===== src/rtl/uart_alu_frontend.sv =====
// uart_alu_frontend
//   Sits between a UART core's RX/TX FIFOs and a combinational ALU.
//   Collects a three-byte command frame (operand A, operand B, opcode) from
//   the RX FIFO, holds the operands in registers that feed the ALU, captures
//   the ALU result one cycle later and pushes it as a single byte into the
//   TX FIFO. A frame left incomplete for TIMEOUT idle cycles is dropped.
//
// Ports
//   clk          system clock, rising-edge active
//   reset        asynchronous, active-high reset
//   rx_empty     RX FIFO empty flag
//   r_data       RX FIFO head word, valid while rx_empty is low
//   rd_uart      RX FIFO pop strobe
//   tx_full      TX FIFO full flag
//   wr_uart      TX FIFO push strobe
//   w_data       byte pushed into the TX FIFO
//   alu_a        registered operand A
//   alu_b        registered operand B
//   alu_op       registered opcode
//   alu_result   combinational ALU result
//   busy         high whenever a frame is in progress (state is not WAIT_A)
//   timeout_tick one-cycle pulse when a partial frame is discarded
module uart_alu_frontend #(
  parameter int DBIT    = 8,
  parameter int OP_BITS = 6,
  parameter int TIMEOUT = 2000000,
  parameter int TO_BITS = 21
) (
  input  logic               clk,
  input  logic               reset,
  input  logic               rx_empty,
  input  logic [DBIT-1:0]    r_data,
  output logic               rd_uart,
  input  logic               tx_full,
  output logic               wr_uart,
  output logic [DBIT-1:0]    w_data,
  output logic [DBIT-1:0]    alu_a,
  output logic [DBIT-1:0]    alu_b,
  output logic [OP_BITS-1:0] alu_op,
  input  logic [DBIT-1:0]    alu_result,
  output logic               busy,
  output logic               timeout_tick
);

  typedef enum logic [2:0] {
    WAIT_A,
    WAIT_B,
    WAIT_OP,
    EXEC,
    SEND
  } state_t;

  localparam logic [TO_BITS-1:0] TO_LAST = TO_BITS'(TIMEOUT - 1);

  state_t               state_q, state_d;
  logic [DBIT-1:0]      a_q, a_d;
  logic [DBIT-1:0]      b_q, b_d;
  logic [OP_BITS-1:0]   op_q, op_d;
  logic [DBIT-1:0]      w_q, w_d;
  logic [TO_BITS-1:0]   cnt_q, cnt_d;

  // Next-state and strobe logic. The pop/push strobes and the timeout pulse
  // are combinational so the FIFO sees them in the same cycle the edge acts
  // on them. The idle counter defaults to zero, which covers clearing it on
  // every pop, every state change and in every state other than WAIT_B and
  // WAIT_OP. A byte that is present on the expiry cycle takes priority over
  // the timeout.
  always_comb begin
    state_d      = state_q;
    a_d          = a_q;
    b_d          = b_q;
    op_d         = op_q;
    w_d          = w_q;
    cnt_d        = '0;
    rd_uart      = 1'b0;
    wr_uart      = 1'b0;
    timeout_tick = 1'b0;
    case (state_q)
      WAIT_A: begin
        if (!rx_empty) begin
          rd_uart = 1'b1;
          a_d     = r_data;
          state_d = WAIT_B;
        end
      end
      WAIT_B: begin
        if (!rx_empty) begin
          rd_uart = 1'b1;
          b_d     = r_data;
          state_d = WAIT_OP;
        end else if (cnt_q == TO_LAST) begin
          timeout_tick = 1'b1;
          state_d      = WAIT_A;
        end else begin
          cnt_d = cnt_q + 1'b1;
        end
      end
      WAIT_OP: begin
        if (!rx_empty) begin
          rd_uart = 1'b1;
          op_d    = r_data[OP_BITS-1:0];
          state_d = EXEC;
        end else if (cnt_q == TO_LAST) begin
          timeout_tick = 1'b1;
          state_d      = WAIT_A;
        end else begin
          cnt_d = cnt_q + 1'b1;
        end
      end
      EXEC: begin
        // Operands have been stable in their registers for a full cycle.
        w_d     = alu_result;
        state_d = SEND;
      end
      SEND: begin
        // Wait here as long as the TX FIFO is full; w_data stays put.
        if (!tx_full) begin
          wr_uart = 1'b1;
          state_d = WAIT_A;
        end
      end
      default: begin
        state_d = WAIT_A;
      end
    endcase
  end

  // All state, operand, result and counter registers.
  always_ff @(posedge clk or posedge reset) begin
    if (reset) begin
      state_q <= WAIT_A;
      a_q     <= '0;
      b_q     <= '0;
      op_q    <= '0;
      w_q     <= '0;
      cnt_q   <= '0;
    end else begin
      state_q <= state_d;
      a_q     <= a_d;
      b_q     <= b_d;
      op_q    <= op_d;
      w_q     <= w_d;
      cnt_q   <= cnt_d;
    end
  end

  assign alu_a  = a_q;
  assign alu_b  = b_q;
  assign alu_op = op_q;
  assign w_data = w_q;
  assign busy   = (state_q != WAIT_A);

endmodule


===== config.mk =====
export PLATFORM = sky130hd
export DESIGN_NAME = uart_alu_frontend
export DESIGN_NICKNAME = d
export VERILOG_FILES = /design/src/rtl/uart_alu_frontend.sv
export SDC_FILE = /design/constraint.sdc
export NUM_CORES = 1
export LEC_CHECK = 0
export CAP_MARGIN = 20
export CORE_MARGIN = 2
export CORE_UTILIZATION = 45
export CTS_BUF_LIST = sky130_fd_sc_hd__clkbuf_4 sky130_fd_sc_hd__clkbuf_8 sky130_fd_sc_hd__clkbuf_16
export CTS_CLUSTER_DIAMETER = 150
export DETAILED_ROUTE_END_ITERATION = 6
export PLACE_DENSITY_LB_ADDON = 0.15
export SLEW_MARGIN = 25
export SYNTH_ARGS = -nofsm -noshare
export SYNTH_HDL_FRONTEND = slang
export SYNTH_SLANG_ARGS = --single-unit

===== constraint.sdc =====
create_clock -name clk -period 3.3 [get_ports clk]
set_input_delay 0.33 -clock clk [delete_from_list [all_inputs] [get_ports clk]]
set_output_delay 0.33 -clock clk [all_outputs]
set_load 0.005 [all_outputs]

==> metrics, run 1 <==
Final HPWL DP=3259 µm; die width=77.24 µm; Leak=1.272 nW; Die Y=77.24 µm; EDFF count, synth=0; Async SR Flop Fraction=100.0%; Worst-Skew Late Latency=between 0.3 and 0.4 ns; synth cell count leaders=dfrtp_1, mux2_2, nor2_1; fillers=between 400 and 500; WS Path Type=reg -> out; vias in the first global route=between 1500 and 2000; Tot GR Track Use=roughly 17%; Die ar.=5965 µm²; post-cts sizing count=0; DRT antenna net count=0; fin crit period=roughly 2.6 ns; TritonCTS clock tree=built; Avg WL per Cell=roughly 14 µm; initial antenna violation count=0; CTS Buffer Depth=2; PD cells=766.0 nW/µm²; RSZ-0062 raised after global routing=false; CP Max Fanout=8; CTS H-tree depth=2; worst-margin pin slew=0.5768 ns; Period Utilization, post-route=78.36%; worst vdd ir=around 0.44 mV; first-pass GRT wire length=8100 µm; Max-slew headroom=a little over 60%; Worst R2R Start=cnt_q[0]; Hold Crit Class=in -> async; via count=1710; initial detailed-routing violation count=48; Starting Density=46.96%; worst r2r dst=cnt_q[20]; cell count after synthesis=202; flop2flop setup slack=1.40 ns; post-DR vias/cell=5.229; Mapped Nets=223; CORE AREA=a little over 5000 µm²; Avg Synthesized Cell Area=11.95 µm²; largest net degree at the start of global routing=29; final hold viol count=0; routability congestion estimate=around 0.73; CTS Sinks=54; share of post-route cells with drive strength above 1=21.01%; antenna diode count=0; Setup Fix Bufs, Post-CTS=0; Worst Skew=0.007348 ns; CP Capture Type=output port; Initial DRT Pass Iterations=4; clock root cell=clkbuf_8; total power=2.403 mW; IO Port Bufs=53; Unique masters post-synth=41; Cell Area, Synth=around 2400 µm²; cts hold-fix bufs=0; ranking of synthesized cells by area=dfrtp_1, mux2_2, xor2_1; # setup viols final=0; top cell type's share of synthesized area=55.99%; drc violations=0; # IOs=54; Final Util=61.03%; clock transition at the registers of the reported paths=0.10 ns; top-count cell post-synth=dfrtp_1; Detailed Route WL=4709 µm; Sum Neg Setup Slack=0 ns; cells on worst reg2reg path=5; Worst EP arrival=~2.3 ns; Nets=277; Max Clk Rate=between 0.3 and 0.4 GHz; sequential fraction of the synthesis area=55.99%; Final Slew Violations=0; Main synth FF type=dfrtp_1; Num CTS Buffers=5; WP data required=2.97 ns; Max Cap Violations=0; status=complete, no violations; Rows=26; Yosys reg bits=54; total gr overflow=0; Yosys top cell by area=dfrtp_1; Synth Warn #=0; Worst Setup Start Kind=register; area grow syn2layout=29.96%
[worst max-delay path, stage by stage (launching register included)]
cell and delay (ns):
dfrtp_1 0.39, ha_1 0.20, and3_1 0.35, nand4_1 0.24, nor2_1 0.14, and2_1 0.12
clkdlybuf4s50_1 0.51
[cells in the final DEF (no fill, tap or decap), drive strengths merged, types with 4 or more instances in the layout]
cell and n:
nor2 17, clkdlybuf4s50 53, or3 6, o21ai 8, dfrtp 54, nand2 9, and4 4, nand4 5
clkbuf 5, xor2 7, nand3 10, mux2 30, a21oi 11, inv 5
[through the flow]
stage	cells	hold slack, ns	area, µm²	worst slack (ns)
final	327	0.3827	3137	0.7140
after global routing	327	0.4467	3137	0.5827
after CTS	327	0.3969	3137	0.7157
after detailed placement	319	0.4763	2999	1.079
after global placement	319	0.4591	2999	1.132
after floorplan	202	0.4463	2414	1.641
[worst max path at each step]
stage	from	endpoint	slack (ns)
after floorplan	state_q[2]	alu_op[0]	1.64
after global placement	cnt_q[0]	timeout_tick	1.13
after detailed placement	cnt_q[0]	timeout_tick	1.08
after CTS	cnt_q[0]	timeout_tick	0.72
after global routing	cnt_q[0]	timeout_tick	0.58
final	cnt_q[0]	timeout_tick	0.71
[registers in the layout (all words and copies together) (netlist names)]
name	flops
alu_a	8
alu_b	8
alu_op	6
cnt_q	21
state_q	3
w_data	8
[per-layer routing]
layer,vias up,GRT usage (%),wire [µm]
met1,846,22.05,2234
met4,0,6.607,72
met3,8,5.412,274
met2,32,26.87,2127
met5,-,0,0
li1,824,-,-
[layout make-up]
| type | count | area (µm²) | share of cell area (%) |
|---|---|---|---|
| clock buffers | 5 | 68.82 | 2.194 |
| clock inverters | 3 | 68.82 | 2.194 |
| inverters | 5 | 18.77 | 0.5983 |
| multi-input cells | 135 | 996.0 | 31.75 |
| flip-flops and latches | 54 | 1351 | 43.08 |
| well taps | 70 | 87.58 | 2.792 |
| repair buffers | 55 | 545.5 | 17.39 |
[report_power, final]
part | internal, mW | switching, mW
Combinational | 0.584 | 0.286
Clock | 0.304 | 0.225
Sequential | 0.873 | 0.132
Total | 1.76 | 0.643
[cells by family after synthesis]
logic type | after synthesis | synth area share [%]
compound gates | 24 | 5.754
flops | 54 | 55.99
fa+ha+maj | 1 | 0.5183
xor+xnor | 10 | 3.629
simple gates | 70 | 17.37
buf+inv | 13 | 2.747
mux | 30 | 14.00
Power figures use the tool's default switching activity.
==> run 2: changes to the inputs <==
- clock period: 3.3 -> 2.2 ns (I/O delays scaled with it)
==> run 2 against run 1 <==
  * Final area grew 2.4%
  * Critical path depth shrank 3
  * Clock power grew 13%
  * Sequential share of layout area fell by 0.89 points
  * Register-to-register slack got worse by 0.99 ns
==> metrics, run 2 (synthesis gave the netlist of run 1 again) <==
total power=between 3 and 4 mW; Max-slew headroom=68.52%; most common cell after layout, fill and taps aside=clkdlybuf4s50_1; Starting Density=a little under half; Period Utilization, post-route=92.87%; max reg flops=21; CP Max Fanout=8; Final HPWL DP=approximately 3200 µm; # IOs=54; slack of the critical path=0.1568 ns; wire length on met3=237 µm; Max Cap Violations=0; die width=around 77 µm; via count=1740; CP Capture Type=output port; Num CTS Buffers=5; metal2 WL=roughly 2200 µm; CP Cell Sequence=or2_2 > a21oi_1 > clkdlybuf4s50_1; part of the power in the clock network=17.4%; sw frac=28.25%; TritonCTS clock tree=built; CORE AREA=a little over 5000 µm²; Die Y=77.24 µm; area grow syn2layout=33.07%; worst r2r dst=cnt_q[20]; Top reg by flops=cnt_q; cell-internal power=~2.5 mW; most frequent cells in the layout=clkdlybuf4s50_1, dfrtp_1, mux2_2; largest net degree at the start of global routing=55; fillers=450; Hold Crit Class=in -> async; CP max stage delay=about 0.53 ns; vias in the first global route=1787; CP endpoint=rd_uart; CP delay by family, top=buffers and inverters; fin crit period=2.043 ns; worst vdd ir=0.6624 mV; Sum Neg Setup Slack=0 ns; Initial DRT Pass Iterations=4; status=complete, no violations; Rows=26; WS Path Type=reg -> out; Tot GR Track Use=17.40%; Crit path depth=3; CTS Sinks=54; Worst Skew=0.008034 ns; net switching power=between 0.9 and 1 mW; drc violations=0; Avg WL per Cell=14.07 µm; Top Layer Used=met4; Crit-path slowest cell=clkdlybuf4s50_1; total gr overflow=0; initial detailed-routing violation count=78; Crit. Startpoint=state_q[2]; WP data required=1.98 ns; RSZ-0062 raised after global routing=false; Comb pwr share=38.7%; DRT antenna net count=0; Worst-Skew Late Latency=0.31 ns; # setup viols final=0; first-pass GRT wire length=8404 µm; Detailed Route WL=4715 µm; CTS Buffer Depth=2; Reg power frac=43.9%; initial antenna violation count=0; clock transition at the registers of the reported paths=about 0.10 ns; CTS H-tree depth=2; IO Port Bufs=53; post-DR vias/cell=5.194; Leak=between 1 and 1.5 nW; Worst R2R Start=cnt_q[1]; Nets=285; final hold viol count=0; flop2flop setup slack=0.41 ns; cts hold-fix bufs=0; Buf/Inv on CP=1; share of post-route cells with drive strength above 1=26.42%; Die ar.=about 6000 µm²; routability congestion estimate=0.7747; Worst Setup Start Kind=register; Setup WS pre-CTS=between 0.2 and 0.25 ns; PD cells=1073 nW/µm²; Worst EP arrival=1.82 ns; Max Clk Rate=just under 0.5 GHz; Final Slew Violations=0; wl on met1=around 2200 µm; worst-margin pin slew=0.4706 ns; clock root cell=clkbuf_8; cells on worst reg2reg path=6; antenna diode count=0
[run 2: worst min-delay path by stage]
stage	start	to	slack [ns]	cells after the start
floorplan	tx_full	state_q[2]	0.37	2
global placement	cnt_q[0]	cnt_q[0]	0.46	1
detailed placement	cnt_q[0]	cnt_q[0]	0.48	1
CTS	reset	alu_b[1]	0.28	3
global route	reset	alu_b[7]	0.29	3
finish	reset	alu_a[7]	0.26	3
[run 2: worst register-to-register path: cells and delay by family (launching register included)]
kind	cells	cell delay [ns]
and+or+nand+nor	3	0.87
DFF	1	0.37
adders and majority gates	1	0.20
AOI/OAI and AO/OA	1	0.15
buffers and inverters	1	0.14
[run 2: cell type report]
type | count | area (µm²) | share of cell area (%)
inverters | 5 | 18.77 | 0.5843
multi-input cells | 135 | 1030 | 32.06
repair buffers | 63 | 620.6 | 19.32
flip-flops and latches | 54 | 1355 | 42.19
clock inverters | 2 | 17.52 | 0.5454
well taps | 70 | 87.58 | 2.727
clock buffers | 6 | 82.58 | 2.571
[run 2: what timing repair did]
item / 4_1_cts / 5_1_grt
gates resized for setup: 4 / 6
endpoints found under the setup margin: 1 / 1
buffers inserted: 4 / 1
pin swaps: 1 / 3
[run 2: metal layers]
metal  up-vias  GRT usage, %
met5         -             0
met4         0         5.357
met3         8         5.059
met2        30         27.30
met1       855         23.35
li1        847             -
[run 2: through the flow]
step	cell area [µm²]	instances	util, %	hold WS [ns]
floorplan	2414	202	-	0.3659
global placement	3034	322	59.03	0.4575
detailed placement	3034	322	59.03	0.4760
CTS	3178	334	61.83	0.2764
global route	3212	335	62.49	0.2891
finish	3212	335	62.49	0.2577
[run 2: power groups by stage]
stage	registers, mW	clock network, mW	logic, mW
floorplan	1.50	0	0.583
global placement	1.52	0	1.32
detailed placement	1.53	0	1.32
CTS	1.52	0.615	1.36
global route	1.56	0.656	1.45
finish	1.51	0.598	1.33
